`src/rtl/cpc_bus_pkg.sv`:
```
// Shared constants and helpers for the CPC bus-cycle sequencer.
package cpc_bus_pkg;

  localparam logic [1:0] MODE_NOWAIT  = 2'd0;
  localparam logic [1:0] MODE_LEGACY  = 2'd1;
  localparam logic [1:0] MODE_ALIGNED = 2'd2;

  typedef enum logic {
    IDLE,
    WAITING
  } wait_state_t;

  // Index width that never collapses to zero bits for a single channel.
  function automatic int clog2_min1(input int n);
    return (n < 2) ? 1 : $clog2(n);
  endfunction

endpackage

```
`src/rtl/cpc_rr_arbiter.sv`:
```
// Round-robin pick of the lowest requesting channel at or after ptr, wrapping at N_CH.
module cpc_rr_arbiter #(
  parameter int N_CH = 3,
  parameter int CW   = 2
) (
  input  logic [N_CH-1:0] req,
  input  logic [CW-1:0]   ptr,
  input  logic            en,
  output logic [N_CH-1:0] gnt,
  output logic [CW-1:0]   idx,
  output logic [CW-1:0]   next_ptr
);

  logic found;

  // Pass 0 scans ptr..N_CH-1, pass 1 wraps to scan 0..ptr-1.
  always_comb begin
    gnt      = '0;
    idx      = '0;
    next_ptr = ptr;
    found    = 1'b0;
    for (int unsigned pass = 0; pass < 2; pass++) begin
      for (int unsigned i = 0; i < N_CH; i++) begin
        if (en && !found && req[i] &&
            ((pass == 0) == (i >= int'(unsigned'(ptr))))) begin
          found    = 1'b1;
          gnt[i]   = 1'b1;
          idx      = CW'(i);
          next_ptr = (i == N_CH - 1) ? '0 : CW'(i + 1);
        end
      end
    end
  end

endmodule

```
`src/rtl/cpc_bus_sequencer.sv`:
```
// CPU slot strobe, Z80 WAIT_n alignment and auxiliary-channel time multiplexing
// for the CPC motherboard; all state advances on ce_4p.
module cpc_bus_sequencer
  import cpc_bus_pkg::*;
#(
  parameter  int PERIOD    = 4,
  parameter  int DMA_PHASE = 1,
  parameter  int N_CH      = 3,
  parameter  int AW        = 23,
  localparam int PW        = $clog2(PERIOD),
  localparam int CW        = clog2_min1(N_CH)
) (
  input  logic             clk,
  input  logic             reset,
  input  logic             ce_4p,
  input  logic [1:0]       mode,
  input  logic             mreq_n,
  input  logic             iorq_n,
  input  logic             rfsh_n,
  input  logic             m1_n,
  output logic             wait_n,
  output logic             slot,
  output logic [PW-1:0]    phase,
  input  logic [N_CH-1:0]  ch_req,
  input  logic [N_CH*AW-1:0] ch_addr,
  output logic [N_CH-1:0]  ch_gnt,
  output logic             dma_valid,
  output logic [CW-1:0]    dma_ch,
  output logic [AW-1:0]    dma_addr
);

  wait_state_t     state_q, state_d;
  logic            acc, acc_q, acc_rise;
  logic            at_end, at_dma;
  logic [CW-1:0]   rr_ptr;
  logic [N_CH-1:0] arb_gnt;
  logic [CW-1:0]   arb_idx, arb_next;

  assign at_end   = (phase == PW'(PERIOD - 1));
  assign at_dma   = (phase == PW'(DMA_PHASE));
  assign slot     = ce_4p & at_end;
  assign acc      = (~mreq_n & rfsh_n) | (~iorq_n & m1_n);
  assign acc_rise = acc & ~acc_q;
  assign wait_n   = (state_q == IDLE);

  // LEGACY's "slot wins" and ALIGNED's "no wait at the last phase" reduce to the
  // same priority: the last-phase tick always releases, otherwise a new access stalls.
  always_comb begin
    state_d = state_q;
    if (mode == MODE_NOWAIT)
      state_d = IDLE;
    else if (at_end)
      state_d = IDLE;
    else if (acc_rise)
      state_d = WAITING;
  end

  cpc_rr_arbiter #(
    .N_CH (N_CH),
    .CW   (CW)
  ) u_arb (
    .req      (ch_req),
    .ptr      (rr_ptr),
    .en       (at_dma),
    .gnt      (arb_gnt),
    .idx      (arb_idx),
    .next_ptr (arb_next)
  );

  always_ff @(posedge clk or posedge reset) begin
    if (reset) begin
      phase     <= '0;
      state_q   <= IDLE;
      acc_q     <= 1'b0;
      ch_gnt    <= '0;
      dma_valid <= 1'b0;
      dma_ch    <= '0;
      dma_addr  <= '0;
      rr_ptr    <= '0;
    end else if (ce_4p) begin
      phase     <= at_end ? '0 : phase + 1'b1;
      state_q   <= state_d;
      acc_q     <= acc;
      ch_gnt    <= arb_gnt;
      dma_valid <= |arb_gnt;
      if (|arb_gnt) begin
        dma_ch   <= arb_idx;
        dma_addr <= ch_addr[arb_idx*AW +: AW];
        rr_ptr   <= arb_next;
      end
    end
  end

endmodule
```
`config.mk`:
```
export PLATFORM = sky130hd
export DESIGN_NAME = cpc_bus_sequencer
export DESIGN_NICKNAME = d
export VERILOG_FILES = /design/src/rtl/cpc_bus_pkg.sv /design/src/rtl/cpc_rr_arbiter.sv /design/src/rtl/cpc_bus_sequencer.sv
export SDC_FILE = /design/constraint.sdc
export NUM_CORES = 1
export LEC_CHECK = 0
export ABC_CLOCK_PERIOD_IN_PS = 2550
export CAP_MARGIN = 20
export CORE_ASPECT_RATIO = 2
export CORE_MARGIN = 5
export CORE_UTILIZATION = 38
export CTS_CLUSTER_DIAMETER = 150
export DETAILED_ROUTE_END_ITERATION = 10
export PLACE_DENSITY = 0.8
export SYNTH_ARGS = -nofsm -noshare
export SYNTH_HDL_FRONTEND = slang
export SYNTH_SLANG_ARGS = --single-unit
```
`constraint.sdc`:
```
create_clock -name clk -period 2.55 [get_ports clk]
set_clock_uncertainty 0.15 [all_clocks]
set_input_delay 0.3825 -clock clk [delete_from_list [all_inputs] [get_ports clk]]
set_output_delay 0.3825 -clock clk [all_outputs]
set_load 0.05 [all_outputs]
```
==> flow_metrics.py <==
metrics = {
    "status": {
        "run_status": "completed",
    },
    "critical_path": {
        "cp.buffers_inverters": 1,
        "path_cells": "clkdlybuf4s50_1",
        "critPathRequiredTime_ns": 2.02,
        "cpPeakStageDelay_ns": 0.84,
        "arrival_ns": 1.54,
        "cp_top_family": "buffers and inverters",
        "cp-end-kind": "primary output",
        "critPathMaxFanout": 5,
        "startpoint_type": "register",
        "critPathSlowestCell": "clkdlybuf4s50_1",
        "crit_type": "register to primary output",
    },
    "cts": {
        "worstSkewPairLatency_ns": 0.28,
        "tritoncts": "built",
        "cts_made_buffers": 5,
        "cts_root_buf": "clkbuf_8",
        "cts_max_level": 2,
        "hold_buffers": 0,
        "cts_setup_buffers": 0,
        "cts_resized": 0,
        "clkTransAtPathRegs_ns": 0.07,
        "numClockSinks": 35,
        "clockBufferDepth": 2,
    },
    "power": {
        "total_power_mw": 3.57,
        "leakagePower_nw": 1.42,
        "ir_worst_vdd_mv": 0.922,
        "p_per_area_mw_per_mm2": 1080,
    },
    "floorplan": {
        "die_h_um": 112,
        "coreArea_mm2": 0.00514,
        "start_util_pct": 38.8,
        "rows": 37,
        "die_w_um": 61.2,
        "pin_count": 114,
        "die-area_mm2": 0.00688,
    },
    "timing": {
        "clock.fmax_mhz": 483,
        "max_slew.worst_pin.slew_ns": 0.557,
        "hold_viol": 0,
        "final.min_clock_period_ns": 2.07,
        "post-route-period-util_pct": 81.1,
        "slew_headroom_pct": 62.7,
        "rsz0062_at_grt": "false",
        "slew_violations": 0,
        "setup_tns_ns": 0,
        "hold_slack_ns": 0.346,
        "setup_viol": 0,
    },
    "layout": {
        "drive_gt1_share_pct": 14.9,
        "fillerInstances": 431,
        "synthToLayoutAreaGrowth_pct": 66.3,
        "nNetsFinal": 391,
        "final_cells": 368,
        "fin_util_pct": 64.5,
        "layout_common_cells": "clkdlybuf4s50_1, dfrtp_1, nor2_1",
        "final_common_cell": "clkdlybuf4s50_1",
    },
    "synth": {
        "synthesis.nets": 270,
        "yosysUniqueCellTypes": 32,
        "synth_edf_count": 0,
        "seq_area_frac_synth_pct": 44.0,
        "ys.flop_type": "dfrtp_1",
        "synth_cells": 187,
        "netlist_area_mm2": 0.00199,
        "syn_area_per_cell_um2": 10.7,
        "synth-async-reset-ratio_pct": 100,
        "synth_warnings": 0,
        "ys_ff_latch": 35,
    },
    "global_route": {
        "grt_max_degree": 36,
        "gr-total-overflow": 0,
        "antenna_found_initial": 1,
        "grt_pass1_vias": 1934,
        "grtUsageTotal_pct": 18.5,
        "grt_pass1_wl_um": 9380,
    },
    "placement": {
        "dp_cells": 359,
        "place_congestion": 0.864,
        "hpwl_um": 5000,
        "port_buffers": 113,
    },
    "drt": {
        "viasPerCell": 5.00,
        "drtAntennaViolNets": 0,
        "drc_errors": 0,
        "drt-wirelength-per-cell_um": 16.7,
        "dr.pass1.iters": 4,
        "wirelength_um": 6160,
        "vias": 1840,
        "drtIter0Drc": 36,
    },
    "min_path": {
        "min-delay-path-class": "input pin to asynchronous set/reset pin",
    },
    "flow_run": {
        "max_cap_violations": 0,
    },
}
[sequential cells by signal, summed over array words and instances, names as in the netlist]
name,cells
state_q,1
dma_ch,2
dma_valid,1
rr_ptr,2
phase,2
ch_gnt,3
acc_q,1
dma_addr,23
[report_power, final]
group	leakage (nW)	internal [mW]	switching (mW)
combinational	0.968	0.848	1.35
sequential	0.405	0.805	0.169
clock	0.0422	0.192	0.197
total	1.42	1.85	1.72
[metrics by stage]
stage	setup slack [ns]	cell area, µm²
floorplan	0.404	1990
global placement	0.331	3230
detailed placement	0.291	3230
CTS	0.477	3310
global route	0.431	3310
finish	0.481	3310
[cells in the mapped netlist, drive strengths merged (3+ instances only)]
library cell / n / area share [%]
dfrtp: 35 / 44
inv: 30 / 5.7
nor2: 30 / 5.7
a221oi: 23 / 16
mux2i: 23 / 12
buf: 6 / 2.4
a21oi: 5 / 1.8
nand2: 4 / 0.75
o21ai: 4 / 1.2
a21o: 3 / 1.1
clkbuf: 3 / 0.57
nand2b: 3 / 0.94
[path summary, 6_finish.rpt]
check / start / to / slack [ns] / cells past startpoint
setup / recovery: phase[0] / phase[0] / 0.48 / 1
hold / removal: reset / dma_addr[9] / 0.35 / 3
setup reg to reg: phase[1] / dma_addr[1] / 0.64 / 7
hold reg to reg: state_q / state_q / 0.35 / 1
max in group asynchronous: reset / dma_addr[20] / 1.58 / 3
min in group clk: state_q / state_q / 0.35 / 1
[area by class of cell]
type	instances	area, µm²	area share, %
diodes	1	2.50	0.0756
well taps	58	72.6	2.19
flip-flops and latches	35	876	26.4
repair buffers	123	1220	36.7
multi-input cells	113	951	28.7
inverters	30	113	3.40
clock buffers	7	76.3	2.30
clock inverters	1	5.00	0.151
[per-layer routing]
metal | vias to the layer above | global-route usage (%) | part of all wire [%]
met4 | 0 | 10.1 | 4.2
met5 | - | 0 | 0
li1 | 895 | - | -
met3 | 18 | 4.72 | 7.6
met1 | 850 | 17.3 | 31
met2 | 77 | 33.8 | 57
[logic make-up after synthesis]
| group | after synthesis | synth area share (%) |
|---|---|---|
| AND/OR/NAND/NOR | 42 | 9.42 |
| multiplexers | 25 | 12.7 |
| adder cells (fa/ha/maj) | 2 | 1.26 |
| flip-flops | 35 | 44.0 |
| buffers and inverters | 39 | 8.61 |
| AO/OA/AOI/OAI | 44 | 24.1 |
(Power assumes the default switching activity.)
==> edit, RTL diff (same flow settings) <==
Set the parameter `PERIOD` to 2 (it was 4).
--- a/src/rtl/cpc_bus_sequencer.sv
+++ b/src/rtl/cpc_bus_sequencer.sv
@@ -3,7 +3,7 @@
 module cpc_bus_sequencer
   import cpc_bus_pkg::*;
 #(
-  parameter  int PERIOD    = 4,
+  parameter  int PERIOD    = 2,
   parameter  int DMA_PHASE = 1,
   parameter  int N_CH      = 3,
   parameter  int AW        = 23,
Interface: changed (resized phase); port bits go from 114 to 113. The function was not compared with the original's and may differ.
==> edit against the unedited design <==
Worst setup slack got worse by 0.089 ns. First-iteration DRC count increased to 6.8 times the old value. Routed wire length rose by 52%. Final cell count is 21% higher. Cell area increased by 13%. Count of clock-buffer cells in the layout unchanged. Sequential cell count fell by 1. Non-clock buffer count up 9. Area after synthesis increased by 18%. Total power is 19% higher. Critical endpoint is now dma_addr[13].
==> edit: results (changes against the unedited design) <==
The pin count of the biggest net entering global routing is 27 (-25%), and the worst IR drop on VDD is 700 µV (-24%). For the global-route wire length before repair, the log shows 14.4 mm (+54%). The worst setup path is captured at a register. The depth of the worst register-to-register path is 6 (-1), and the total via count after detailed routing is 2839 (+54%). In this run the critical register-to-register path is launched from rr_ptr[1]. The overall routing resource usage was 0.235 (+0.0498); the data arrival time of the critical path was 2.15 ns (+0.61 ns). The count of input and output buffers was 112 (-0.88%).

The flow ran to the end, and the final reports show no timing, DRC or antenna violations. The run gives 6.58 mm (+32%) as the detailed placer's ending HPWL. The cell-internal power was 2140 µW (+16%); the initial antenna violation count was 0 (-1). The number of fill cells was 511 (+19%). The post-synth net total is 352 (+30%).

After synthesis, the cell types taking the most area are dfrtp_1 36%, o311ai_0 13%, nor2b_1 6.7%. The antenna diode count was 0 (-1). The tools report the worst max-slew margin expressed relative to the limit as 0.604 (-0.0229). The setup slack of the worst register-to-register path is 0.45 ns (-0.19 ns). Worst flop-to-flop path endpoint: dma_addr[13].

The logs give 243 (+580%) for the number of DRC violations after detailed-routing iteration 0 and 2971 (+54%) for the via count of the first global-routing pass. For the number of nets in the final layout, the log shows 461 (+18%). The post-detailed-routing wire length was 9.35 mm (+52%).

The proportion of layout cells with a drive suffix above 1 came out at 0.163 (+0.0139). The maximum fanout along the worst path is 25 (+20), and the sequential share of the synthesized area is 0.363 (-0.0766).
[edit: cell type report]
class	instances	area [µm²]	area share
Clock buffer	7	143	0.0383
Clock inverter	1	5.00	0.00134
Multi-Input combinational cell	201	1350	0.363
Inverter	6	22.5	0.00604
Timing Repair Buffer	132	1280	0.342
Sequential cell	34	851	0.228
Tap cell	63	78.8	0.0211
[edit: metal layers]
metal,global-route usage,part of all wire,vias to the layer above
met5,0,0,-
met4,0.155,0.048,0
met3,0.0352,0.063,29
met2,0.420,0.54,165
met1,0.246,0.35,1375
li1,-,-,1270
[edit: cells by family after synthesis]
group / Yosys count / share of synthesized area
multiplexers: 2 / 0.00961
buffers and inverters: 36 / 0.0641
XOR/XNOR: 1 / 0.00374
AND/OR/NAND/NOR: 87 / 0.217
AO/OA/AOI/OAI: 111 / 0.343
flip-flops: 34 / 0.363
[edit: power by group through the flow]
stage	logic (µW)	clock network, µW	registers, µW
floorplan	875	0	1740
global placement	2560	0	995
detailed placement	2590	0	1010
CTS	2610	623	1010
global route	2750	639	1050
finish	2610	616	1020
[edit: worst max-delay path, cell delays in order]
cell	delay, ns
clkdlybuf4s50_1	0.63
nor3b_2	0.09
o31a_2	0.53
o311ai_0	0.43
a31oi_1	0.09
[edit: stage by stage]
stage / instances / util / instance area [µm²] / hold WS [ns] / setup slack (ns)
global placement: 436 / 0.596 / 3580 / 0.328 / -0.00619
finish: 444 / 0.621 / 3730 / 0.241 / 0.392
CTS: 444 / 0.621 / 3730 / 0.248 / 0.156
floorplan: 271 / - / 2340 / 0.314 / 0.566
detailed placement: 436 / 0.596 / 3580 / 0.335 / -0.104
global route: 444 / 0.621 / 3730 / 0.268 / 0.283
